$ cat src/rtl/regfile_scan_if.sv
// Port bundle for regfile_scan: write port, two bypassed read ports, debug read port and scan stream.
interface regfile_scan_if #(
  parameter int DATA_W = 32,
  parameter int ADDR_W = 5
);
  logic              we3;
  logic [ADDR_W-1:0] wa3;
  logic [DATA_W-1:0] wd3;
  logic [ADDR_W-1:0] ra1;
  logic [ADDR_W-1:0] ra2;
  logic [DATA_W-1:0] rd1;
  logic [DATA_W-1:0] rd2;
  logic [ADDR_W-1:0] ra_debug;
  logic [DATA_W-1:0] ra_debug_data;

  // Scan stream handshake: a beat (dump_addr, dump_data) transfers on every cycle with
  // dump_valid && dump_ready. dump_valid stays high until its beat transfers (reset excepted);
  // dump_addr is stable while stalled, dump_data tracks live writes to that register.
  logic              dump_start;
  logic              dump_ready;
  logic              dump_valid;
  logic [ADDR_W-1:0] dump_addr;
  logic [DATA_W-1:0] dump_data;
  logic              dump_busy;
  logic              dump_done;
  logic [2:0]        dump_state;

  modport master (
    output we3, wa3, wd3, ra1, ra2, ra_debug, dump_start, dump_ready,
    input  rd1, rd2, ra_debug_data, dump_valid, dump_addr, dump_data,
           dump_busy, dump_done, dump_state
  );

  modport slave (
    input  we3, wa3, wd3, ra1, ra2, ra_debug, dump_start, dump_ready,
    output rd1, rd2, ra_debug_data, dump_valid, dump_addr, dump_data,
           dump_busy, dump_done, dump_state
  );
endinterface

$ cat src/rtl/regfile_scan.sv
// Register file with same-cycle write bypass, async clear and a handshaked full-contents scan engine.
module regfile_scan #(
  parameter int DATA_W   = 32,
  parameter int ADDR_W   = 5,
  parameter int ZERO_REG = 1
) (
  input logic          clk,
  input logic          rst,
  regfile_scan_if.slave bus
);
  localparam int DEPTH = 1 << ADDR_W;

  typedef enum logic [2:0] {
    IDLE = 3'd0,
    SCAN = 3'd1,
    DONE = 3'd2
  } state_t;

  state_t            state, state_n;
  logic [ADDR_W-1:0] idx, idx_n;
  logic [DATA_W-1:0] rf [DEPTH];

  // Shared by rd1, rd2 and the scan beat: zero rule first, then bypass, then storage.
  function automatic logic [DATA_W-1:0] port_read(
    input logic [ADDR_W-1:0] a,
    input logic [DATA_W-1:0] stored,
    input logic              we,
    input logic [ADDR_W-1:0] wa,
    input logic [DATA_W-1:0] wd
  );
    if (ZERO_REG != 0 && a == '0) return '0;
    else if (we && wa == a)       return wd;
    else                          return stored;
  endfunction

  always_ff @(posedge clk or posedge rst) begin
    if (rst) begin
      for (int i = 0; i < DEPTH; i++) rf[i] <= '0;
    end else if (bus.we3 && !(ZERO_REG != 0 && bus.wa3 == '0)) begin
      rf[bus.wa3] <= bus.wd3;
    end
  end

  assign bus.rd1 = port_read(bus.ra1, rf[bus.ra1], bus.we3, bus.wa3, bus.wd3);
  assign bus.rd2 = port_read(bus.ra2, rf[bus.ra2], bus.we3, bus.wa3, bus.wd3);
  assign bus.ra_debug_data = (ZERO_REG != 0 && bus.ra_debug == '0) ? '0 : rf[bus.ra_debug];

  always_ff @(posedge clk or posedge rst) begin
    if (rst) begin
      state <= IDLE;
      idx   <= '0;
    end else begin
      state <= state_n;
      idx   <= idx_n;
    end
  end

  // Termination is the all-ones compare on idx, so idx never has to wrap.
  always_comb begin
    state_n        = state;
    idx_n          = idx;
    bus.dump_valid = 1'b0;
    bus.dump_addr  = '0;
    bus.dump_data  = '0;
    bus.dump_busy  = 1'b0;
    bus.dump_done  = 1'b0;
    case (state)
      IDLE: begin
        if (bus.dump_start) begin
          state_n = SCAN;
          idx_n   = '0;
        end
      end
      SCAN: begin
        bus.dump_valid = 1'b1;
        bus.dump_busy  = 1'b1;
        bus.dump_addr  = idx;
        bus.dump_data  = port_read(idx, rf[idx], bus.we3, bus.wa3, bus.wd3);
        if (bus.dump_ready) begin
          if (&idx) state_n = DONE;
          else      idx_n   = idx + 1'b1;
        end
      end
      DONE: begin
        bus.dump_busy = 1'b1;
        bus.dump_done = 1'b1;
        state_n       = IDLE;
      end
      default: state_n = IDLE;
    endcase
  end

  assign bus.dump_state = state;
endmodule

$ cat src/flat_wrapper.sv
// flat-port wrapper written by rule: the top's interface ports become plain ports
module regfile_scan_flat 
#(
  parameter int DATA_W   = 32,
  parameter int ADDR_W   = 5,
  parameter int ZERO_REG = 1
)
  (clk, rst, bus_we3, bus_wa3, bus_wd3, bus_ra1, bus_ra2, bus_ra_debug, bus_dump_start, bus_dump_ready, bus_rd1, bus_rd2, bus_ra_debug_data, bus_dump_valid, bus_dump_addr, bus_dump_data, bus_dump_busy, bus_dump_done, bus_dump_state);
  regfile_scan_if #(.DATA_W(DATA_W), .ADDR_W(ADDR_W)) bus_i ();
  input logic clk;
  input logic rst;
  input wire logic [$bits(bus_i.we3)-1:0] bus_we3;
  input wire logic [$bits(bus_i.wa3)-1:0] bus_wa3;
  input wire logic [$bits(bus_i.wd3)-1:0] bus_wd3;
  input wire logic [$bits(bus_i.ra1)-1:0] bus_ra1;
  input wire logic [$bits(bus_i.ra2)-1:0] bus_ra2;
  input wire logic [$bits(bus_i.ra_debug)-1:0] bus_ra_debug;
  input wire logic [$bits(bus_i.dump_start)-1:0] bus_dump_start;
  input wire logic [$bits(bus_i.dump_ready)-1:0] bus_dump_ready;
  output wire logic [$bits(bus_i.rd1)-1:0] bus_rd1;
  output wire logic [$bits(bus_i.rd2)-1:0] bus_rd2;
  output wire logic [$bits(bus_i.ra_debug_data)-1:0] bus_ra_debug_data;
  output wire logic [$bits(bus_i.dump_valid)-1:0] bus_dump_valid;
  output wire logic [$bits(bus_i.dump_addr)-1:0] bus_dump_addr;
  output wire logic [$bits(bus_i.dump_data)-1:0] bus_dump_data;
  output wire logic [$bits(bus_i.dump_busy)-1:0] bus_dump_busy;
  output wire logic [$bits(bus_i.dump_done)-1:0] bus_dump_done;
  output wire logic [$bits(bus_i.dump_state)-1:0] bus_dump_state;
  assign bus_i.we3 = bus_we3;
  assign bus_i.wa3 = bus_wa3;
  assign bus_i.wd3 = bus_wd3;
  assign bus_i.ra1 = bus_ra1;
  assign bus_i.ra2 = bus_ra2;
  assign bus_i.ra_debug = bus_ra_debug;
  assign bus_i.dump_start = bus_dump_start;
  assign bus_i.dump_ready = bus_dump_ready;
  assign bus_rd1 = bus_i.rd1;
  assign bus_rd2 = bus_i.rd2;
  assign bus_ra_debug_data = bus_i.ra_debug_data;
  assign bus_dump_valid = bus_i.dump_valid;
  assign bus_dump_addr = bus_i.dump_addr;
  assign bus_dump_data = bus_i.dump_data;
  assign bus_dump_busy = bus_i.dump_busy;
  assign bus_dump_done = bus_i.dump_done;
  assign bus_dump_state = bus_i.dump_state;
  regfile_scan #(.DATA_W(DATA_W), .ADDR_W(ADDR_W), .ZERO_REG(ZERO_REG)) u_core (.clk(clk), .rst(rst), .bus(bus_i));
endmodule
$ cat config.mk
export PLATFORM = sky130hd
export DESIGN_NAME = regfile_scan_flat
export DESIGN_NICKNAME = d
export VERILOG_FILES = /design/src/rtl/regfile_scan_if.sv /design/src/rtl/regfile_scan.sv /design/src/flat_wrapper.sv
export SDC_FILE = /design/constraint.sdc
export NUM_CORES = 2
export LEC_CHECK = 0
export CAP_MARGIN = 40
export CORE_ASPECT_RATIO = 1.75
export CORE_UTILIZATION = 40
export DETAILED_ROUTE_END_ITERATION = 6
export PLACE_DENSITY = 0.62
export SYNTH_ARGS = -nofsm -noshare
export SYNTH_HDL_FRONTEND = slang
export SYNTH_SLANG_ARGS = --single-unit
export TNS_END_PERCENT = 1
$ cat constraint.sdc
create_clock -name clk -period 41.6 [get_ports clk]
set_clock_uncertainty 0.15 [all_clocks]
set_input_delay 8.32 -clock clk [delete_from_list [all_inputs] [get_ports clk]]
set_output_delay 8.32 -clock clk [all_outputs]
set_load 0.02 [all_outputs]
=== Word level (Yosys, flattened, before mapping) ===
Index checks and enable logic that the tools add are counted.

* Logic and storage cells: 107
* Output and inout bits: 139
* Register bits after elaboration: 1032
* Input port bits: 57

* Eq/ne operators: 9
* Bitwise logic cells: 5
* Reductions and logical operators: 17
* Magnitude comparators: 6
* Add/subtract/negate cells: 1
* Muxes and demuxes: 35

{| class="wikitable"
|+ Operators by type and width
! operator !! count
|-
| $bwmux 1024 || 1
|-
| $bmux 32 s5 || 4
|-
| $mux 32 || 17
|-
| $demux 32 s5 || 1
|-
| $ge 6x6->1 const B || 5
|-
| $not 5->6 || 5
|-
| $logic_not 5->1 || 5
|-
| $mux 5 || 4
|-
| $eq 5x5->1 || 3
|-
| $pmux 5 s2 || 1
|-
| $mux 3 || 3
|-
| $lt 6x1->1 const B || 1
|-
| $ne 2x2->1 const B || 3
|-
| $pmux 3 s2 || 1
|-
| $add 5x1->5 const B || 1
|-
| $logic_and 1x1->1 || 5
|-
| $reduce_and 5->1 || 1
|-
| $reduce_and 4->1 || 1
|-
| $eq 3x1->1 const B || 1
|-
| $eq 3x2->1 const B || 1
|-
| $logic_not 3->1 || 1
|-
| $mux 1 || 3
|-
| $reduce_and 3->1 || 1
|-
| $ne 2x1->1 const B || 1
|-
| other kinds (3) || 3
|}

=== Depth between registers and ports, before layout ===
* Depth in word-level cells: 7
* Depth in mapped cells: 12
* Mapped depth without buffers: 7

=== Worst setup path before layout ===
OpenSTA, ideal clock, no wires.

* Path type: in2out
* Start: input bus_ra_debug[1]
* End: output bus_ra_debug_data[10]
* Data required time: 33130 ps
* Buffers on the path: 4
* Data arrival time: 10094 ps
* Setup slack: 23036 ps
* Stages: 8
* Cells stage by stage: clkbuf_1 > buf_4 > clkbuf_1 > buf_2 > mux4_2 > mux4_2 > nand2_1 > o21ai_1

* Longest elaborated chain between the ends: 5
* Elaborated cells between the ends (all ways): 6
* Classes of those cells: mux: 4; bitwise: 1; reduce/logical: 1

{| class="wikitable"
|+ RTL lines
! item !! RTL line !! source
|-
| start, declared || flat_wrapper.sv:17 || <nowiki>input wire logic [$bits(bus_i.ra_debug)-1:0] bus_ra_debug;</nowiki>
|-
| $not 5->6 (not written as such) || regfile_scan.sv:46 || <nowiki>assign bus.ra_debug_data = (ZERO_REG != 0 && bus.ra_debug == '0) ? '0 : rf[bus.ra_debug];</nowiki>
|-
| $bmux 32 s5 || regfile_scan.sv:46 ||
|-
| $mux 32 (not written as such) (2 in a row) || regfile_scan.sv:46 ||
|-
| $mux 32 * || regfile_scan.sv:46 ||
|-
| end, declared || flat_wrapper.sv:22 || <nowiki>output wire logic [$bits(bus_i.ra_debug_data)-1:0] bus_ra_debug_data;</nowiki>
|}

Mark *: on every way between the ends. The rest lies on a longest branch, timed or not. The select of a mux whose other input is x is not followed.

=== Worst setup path in the final report ===
* Start: input bus_ra2[0]
* End: output bus_rd2[29]

* Longest elaborated chain between the ends: 6
* Elaborated cells between the ends (all ways): 9
* Classes of those cells: eq/ne: 1; mux: 5; bitwise: 1; reduce/logical: 2

{| class="wikitable"
|+ RTL lines
! item !! RTL line !! source
|-
| start, declared || flat_wrapper.sv:16 || <nowiki>input wire logic [$bits(bus_i.ra2)-1:0] bus_ra2;</nowiki>
|-
| $not 5->6 (not written as such) || regfile_scan.sv:45 || <nowiki>assign bus.rd2 = port_read(bus.ra2, rf[bus.ra2], bus.we3, bus.wa3, bus.wd3);</nowiki>
|-
| $bmux 32 s5 || regfile_scan.sv:45 ||
|-
| $mux 32 (not written as such) (2 in a row) || regfile_scan.sv:45 ||
|-
| $mux 32 || regfile_scan.sv:32 || <nowiki>else if (we && wa == a) return wd;</nowiki>
|-
| $mux 32 * || regfile_scan.sv:31 || <nowiki>if (ZERO_REG != 0 && a == '0) return '0;</nowiki>
|-
| end, declared || flat_wrapper.sv:21 || <nowiki>output wire logic [$bits(bus_i.rd2)-1:0] bus_rd2;</nowiki>
|}

Marks and branches as above.

==> flow_metrics.env <==
export IMPL_postSynthRegisterBits=1031
export IMPL_cts_setup_buffers=0
export IMPL_yosysTopAreaCell="dfrtp_1"
export IMPL_ys_seq_area_share_pct=35.8
export IMPL_cts_hold_buffers=0
export IMPL_crit_buf_inv=8
export IMPL_grt_pass1_wl_mm=427
export IMPL_hold_path_class="reg -> reg"
export IMPL_crit_path_end="bus_rd2[29]"
export IMPL_rows=205
export IMPL_dpl_hpwl_mm=191
export IMPL_endpoint_kind="output pin"
export IMPL_antenna_found_initial=24
export IMPL_rrSetupSlack_ns=38.30
export IMPL_grt_pass1_vias=54100
export IMPL_clk_latency_ns=0.74
export IMPL_netlist_top_cells_area="dfrtp_1, mux4_2, mux2_2, mux2i_1, clkbuf_1"
export IMPL_setup_viol=0
export IMPL_area_growth_pct=11.5
export IMPL_async_reset_ff_share_pct=100
export IMPL_wire_per_inst_um=41.3
export IMPL_instances_no_fill=7323
export IMPL_failed_checks="DRC"
export IMPL_clk_transition_reported_paths_ns=0.07
export IMPL_p_sw_share_pct=35.5
export IMPL_synth_top_area_share_pct=35.8
export IMPL_synth_distinct_cells=63
export IMPL_start_kind="input port"
export IMPL_drtIter0Drc=7093
export IMPL_drt_wl_total_mm=303
export IMPL_crit_cells=13
export IMPL_internal_power_mw=2.54
export IMPL_root_buffer="clkbuf_16"
export IMPL_ir_drop_v=0.0000400
export IMPL_gr_usage_all_layers_pct=33.3
export IMPL_cp_slowest_stage_delay_ns=0.81
export IMPL_fillerInstances=15900
export IMPL_power_switching_mw=1.40
export IMPL_power_density_nw_per_um2=48.9
export IMPL_p_seq_share_pct=37.1
export IMPL_syn_num_nets=5006
export IMPL_drive_gt1_share_pct=51.9
export IMPL_drv_slew=0
export IMPL_reg2reg_from="u_core.idx[0]"
export IMPL_core_um2=179000
export IMPL_p_clk_share_pct=25.2
export IMPL_io_pins=196
export IMPL_yosysWarnings=0
export IMPL_htreeDepth=3
export IMPL_worstMarginPinSlew_ns=0.999
export IMPL_comb_power_share_pct=37.7
export IMPL_fmax_mhz=43.1
export IMPL_place_congestion=0.920
export IMPL_worstPathRequired_ns=33.13
export IMPL_cts_buffer_depth=3
export IMPL_rsz0062_at_grt="false"
export IMPL_drtPass1Iterations=7
export IMPL_hold_viol=0
export IMPL_vias_per_cell=7.38
export IMPL_whs_path_depth=0
export IMPL_ant_nets=0
export IMPL_cts_tree="built"
export IMPL_drc=3
export IMPL_timing_rr_end="u_core.idx[3]"
export IMPL_dp_cells=7129
export IMPL_maxCapViolCount=0
export IMPL_synthCells=4942
export IMPL_cp_common_cell="buf_4"
export IMPL_p_leak_nw=32.0
export IMPL_crit_start="bus_ra2[0]"
export IMPL_clock_sinks=1031
export IMPL_initial_core_util_pct=40.4
export IMPL_finalCritPeriodShare_pct=55.8
export IMPL_vias=54000
export IMPL_crit_family="buffers and inverters"
export IMPL_die_area_um2=182000
export IMPL_synth_avg_cell_area_um2=14.6
export IMPL_port_buffer_count=194
export IMPL_fp_dieH_um=564
export IMPL_synth_top_flop_cell="dfrtp_1"
export IMPL_path_class="in -> out"
export IMPL_cts_resized=0
export IMPL_status="finished, violations left"
export IMPL_dieWidth_um=323
export IMPL_grt_overflow_total=0
export IMPL_slowest_stage="buf_4"
export IMPL_cp_arrival_ns=14.74
export IMPL_synth_edf_count=0
export IMPL_nets=4917
export IMPL_period_needed_ns=23.21
export IMPL_crit_fanout=47
export IMPL_slew_headroom_pct=32.8
export IMPL_cp_cell_sequence="buf_8, buf_4, buf_4, buf_4, buf_4, buf_16, buf_4, mux2i_1, a221oi_1, o21ai_0, o22a_1, a21oi_1, clkdlybuf4s50_1"
export IMPL_syn_area_um2=72100
export IMPL_cts_buffers_inserted=102
export IMPL_r2r_cells=9
export IMPL_tns_ns=0
export IMPL_grt_max_degree=99
-- state kept, by name (all words and copies together) (netlist names) --
name	flops
u_core.idx	5
u_core.rf	1024
u_core.bus.dump_state	2
-- layout make-up --
type / count / area [um2] / area share (%)
Multi-Input combinational cell: 3255 / 43400 / 54.0
Sequential cell: 1031 / 25800 / 32.1
Timing Repair Buffer: 419 / 4550 / 5.66
Clock buffer: 147 / 3030 / 3.76
Tap cell: 2380 / 2980 / 3.70
Clock inverter: 40 / 444 / 0.552
Inverter: 44 / 173 / 0.215
Antenna cell: 7 / 17.5 / 0.0218
-- power groups by stage --
stage               Sequential (mW)  Combinational (mW)  Clock [mW]
floorplan                      1.36                1.09           0
global placement               1.45                1.44           0
detailed placement             1.47                1.47           0
CTS                            1.45                1.47        1.00
global route                   1.49                1.54        1.04
finish                         1.46                1.49       0.991
-- how the worst min path moves through the flow --
stage	from	endpoint	slack (ns)
floorplan	u_core.rf[1000]	u_core.rf[1000]	0.32
global placement	u_core.rf[999]	u_core.rf[999]	0.26
detailed placement	u_core.rf[1021]	u_core.rf[1021]	0.28
CTS	u_core.rf[1021]	u_core.rf[1021]	0.29
global route	u_core.rf[993]	u_core.rf[993]	0.31
finish	u_core.rf[999]	u_core.rf[999]	0.29
-- kinds of logic after synthesis --
| family | synth area share [%] |
|---|---|
| and+or+nand+nor | 2.40 |
| muxes | 51.1 |
| AOI/OAI and AO/OA | 5.89 |
| other | 0.00520 |
| DFF | 35.8 |
| xor gates and xnor gates | 0.206 |
| buffers and inverters | 4.55 |
| adders and majority gates | 0.121 |
-- placed cells by master, fill, tap and decap left out, types with 22 or more instances in the layout --
master / netlist / routed
clkbuf_16: 0 / 106
nand3_1: 44 / 43
a21oi_1: 74 / 74
nor2_1: 70 / 51
mux4_2: 1010 / 1010
buf_4: 51 / 165
o21ai_1: 35 / 32
nand2_1: 99 / 84
nand4_1: 23 / 23
a22oi_1: 105 / 105
o221ai_1: 23 / 23
o21ai_0: 60 / 59
mux2_2: 1053 / 1053
buf_12: 0 / 23
a221oi_1: 48 / 48
o211ai_1: 48 / 48
clkdlybuf4s50_1: 0 / 178
inv_1: 43 / 41
buf_16: 0 / 31
dfrtp_1: 1031 / 1026
clkbuf_8: 0 / 22
mux2i_1: 222 / 222
o22ai_1: 69 / 69
-- Yosys cell counts (11+ instances only) --
| library cell | count |
|---|---|
| nor2_1 | 70 |
| o21ai_0 | 60 |
| o211ai_1 | 48 |
| o221a_2 | 15 |
| nor4_1 | 11 |
| xnor2_1 | 11 |
| o21ai_1 | 35 |
| nand4_1 | 23 |
| nand3_1 | 44 |
| nor2b_1 | 18 |
| a21o_1 | 17 |
| o22a_1 | 21 |
| nand2_1 | 99 |
| a2111oi_0 | 13 |
| clkbuf_1 | 268 |
| mux4_2 | 1010 |
| o221ai_1 | 23 |
| mux2_2 | 1053 |
| a221oi_1 | 48 |
| buf_6 | 44 |
| dfrtp_1 | 1031 |
| nor3_1 | 14 |
| inv_1 | 43 |
| buf_4 | 51 |
| a21oi_1 | 74 |
| buf_1 | 60 |
| buf_2 | 182 |
| a211o_1 | 16 |
| mux2i_1 | 222 |
| and2_1 | 16 |
| nor3b_1 | 11 |
| a22oi_1 | 105 |
| o22ai_1 | 69 |
-- worst register-to-register path, cell delays in order (launching register included) --
cell and delay (ns):
dfrtp_4 0.91, buf_4 0.79, ha_1 0.31, and3_1 0.16, ha_1 0.24, nor3_1 0.11
buf_2 0.19, nand3_1 0.11, xor2_1 0.15, nor2_1 0.05
-- routing by layer --
metal / vias up / GRT usage [%] / share of wire [%]
met5: - / 0 / 0.076
met1: 28800 / 39.9 / 34
met4: 36 / 25.6 / 9.0
met2: 4028 / 51.1 / 46
met3: 1215 / 9.03 / 11
li1: 19900 / - / -
-- per-stage QoR --
stage | hold slack, ns | area, um2 | total power [mW] | utilization, % | setup slack [ns]
after floorplan | 0.324 | 72100 | 2.44 | - | 4.12
after global placement | 0.258 | 75600 | 2.89 | 42.4 | 18.09
after detailed placement | 0.281 | 76900 | 2.93 | 43.1 | 18.38
after CTS | 0.290 | 80400 | 3.92 | 45.0 | 18.39
after global routing | 0.312 | 80400 | 4.07 | 45.0 | 18.00
final | 0.290 | 80400 | 3.94 | 45.1 | 18.39
Note: power is estimated with default switching activity, not from simulation.
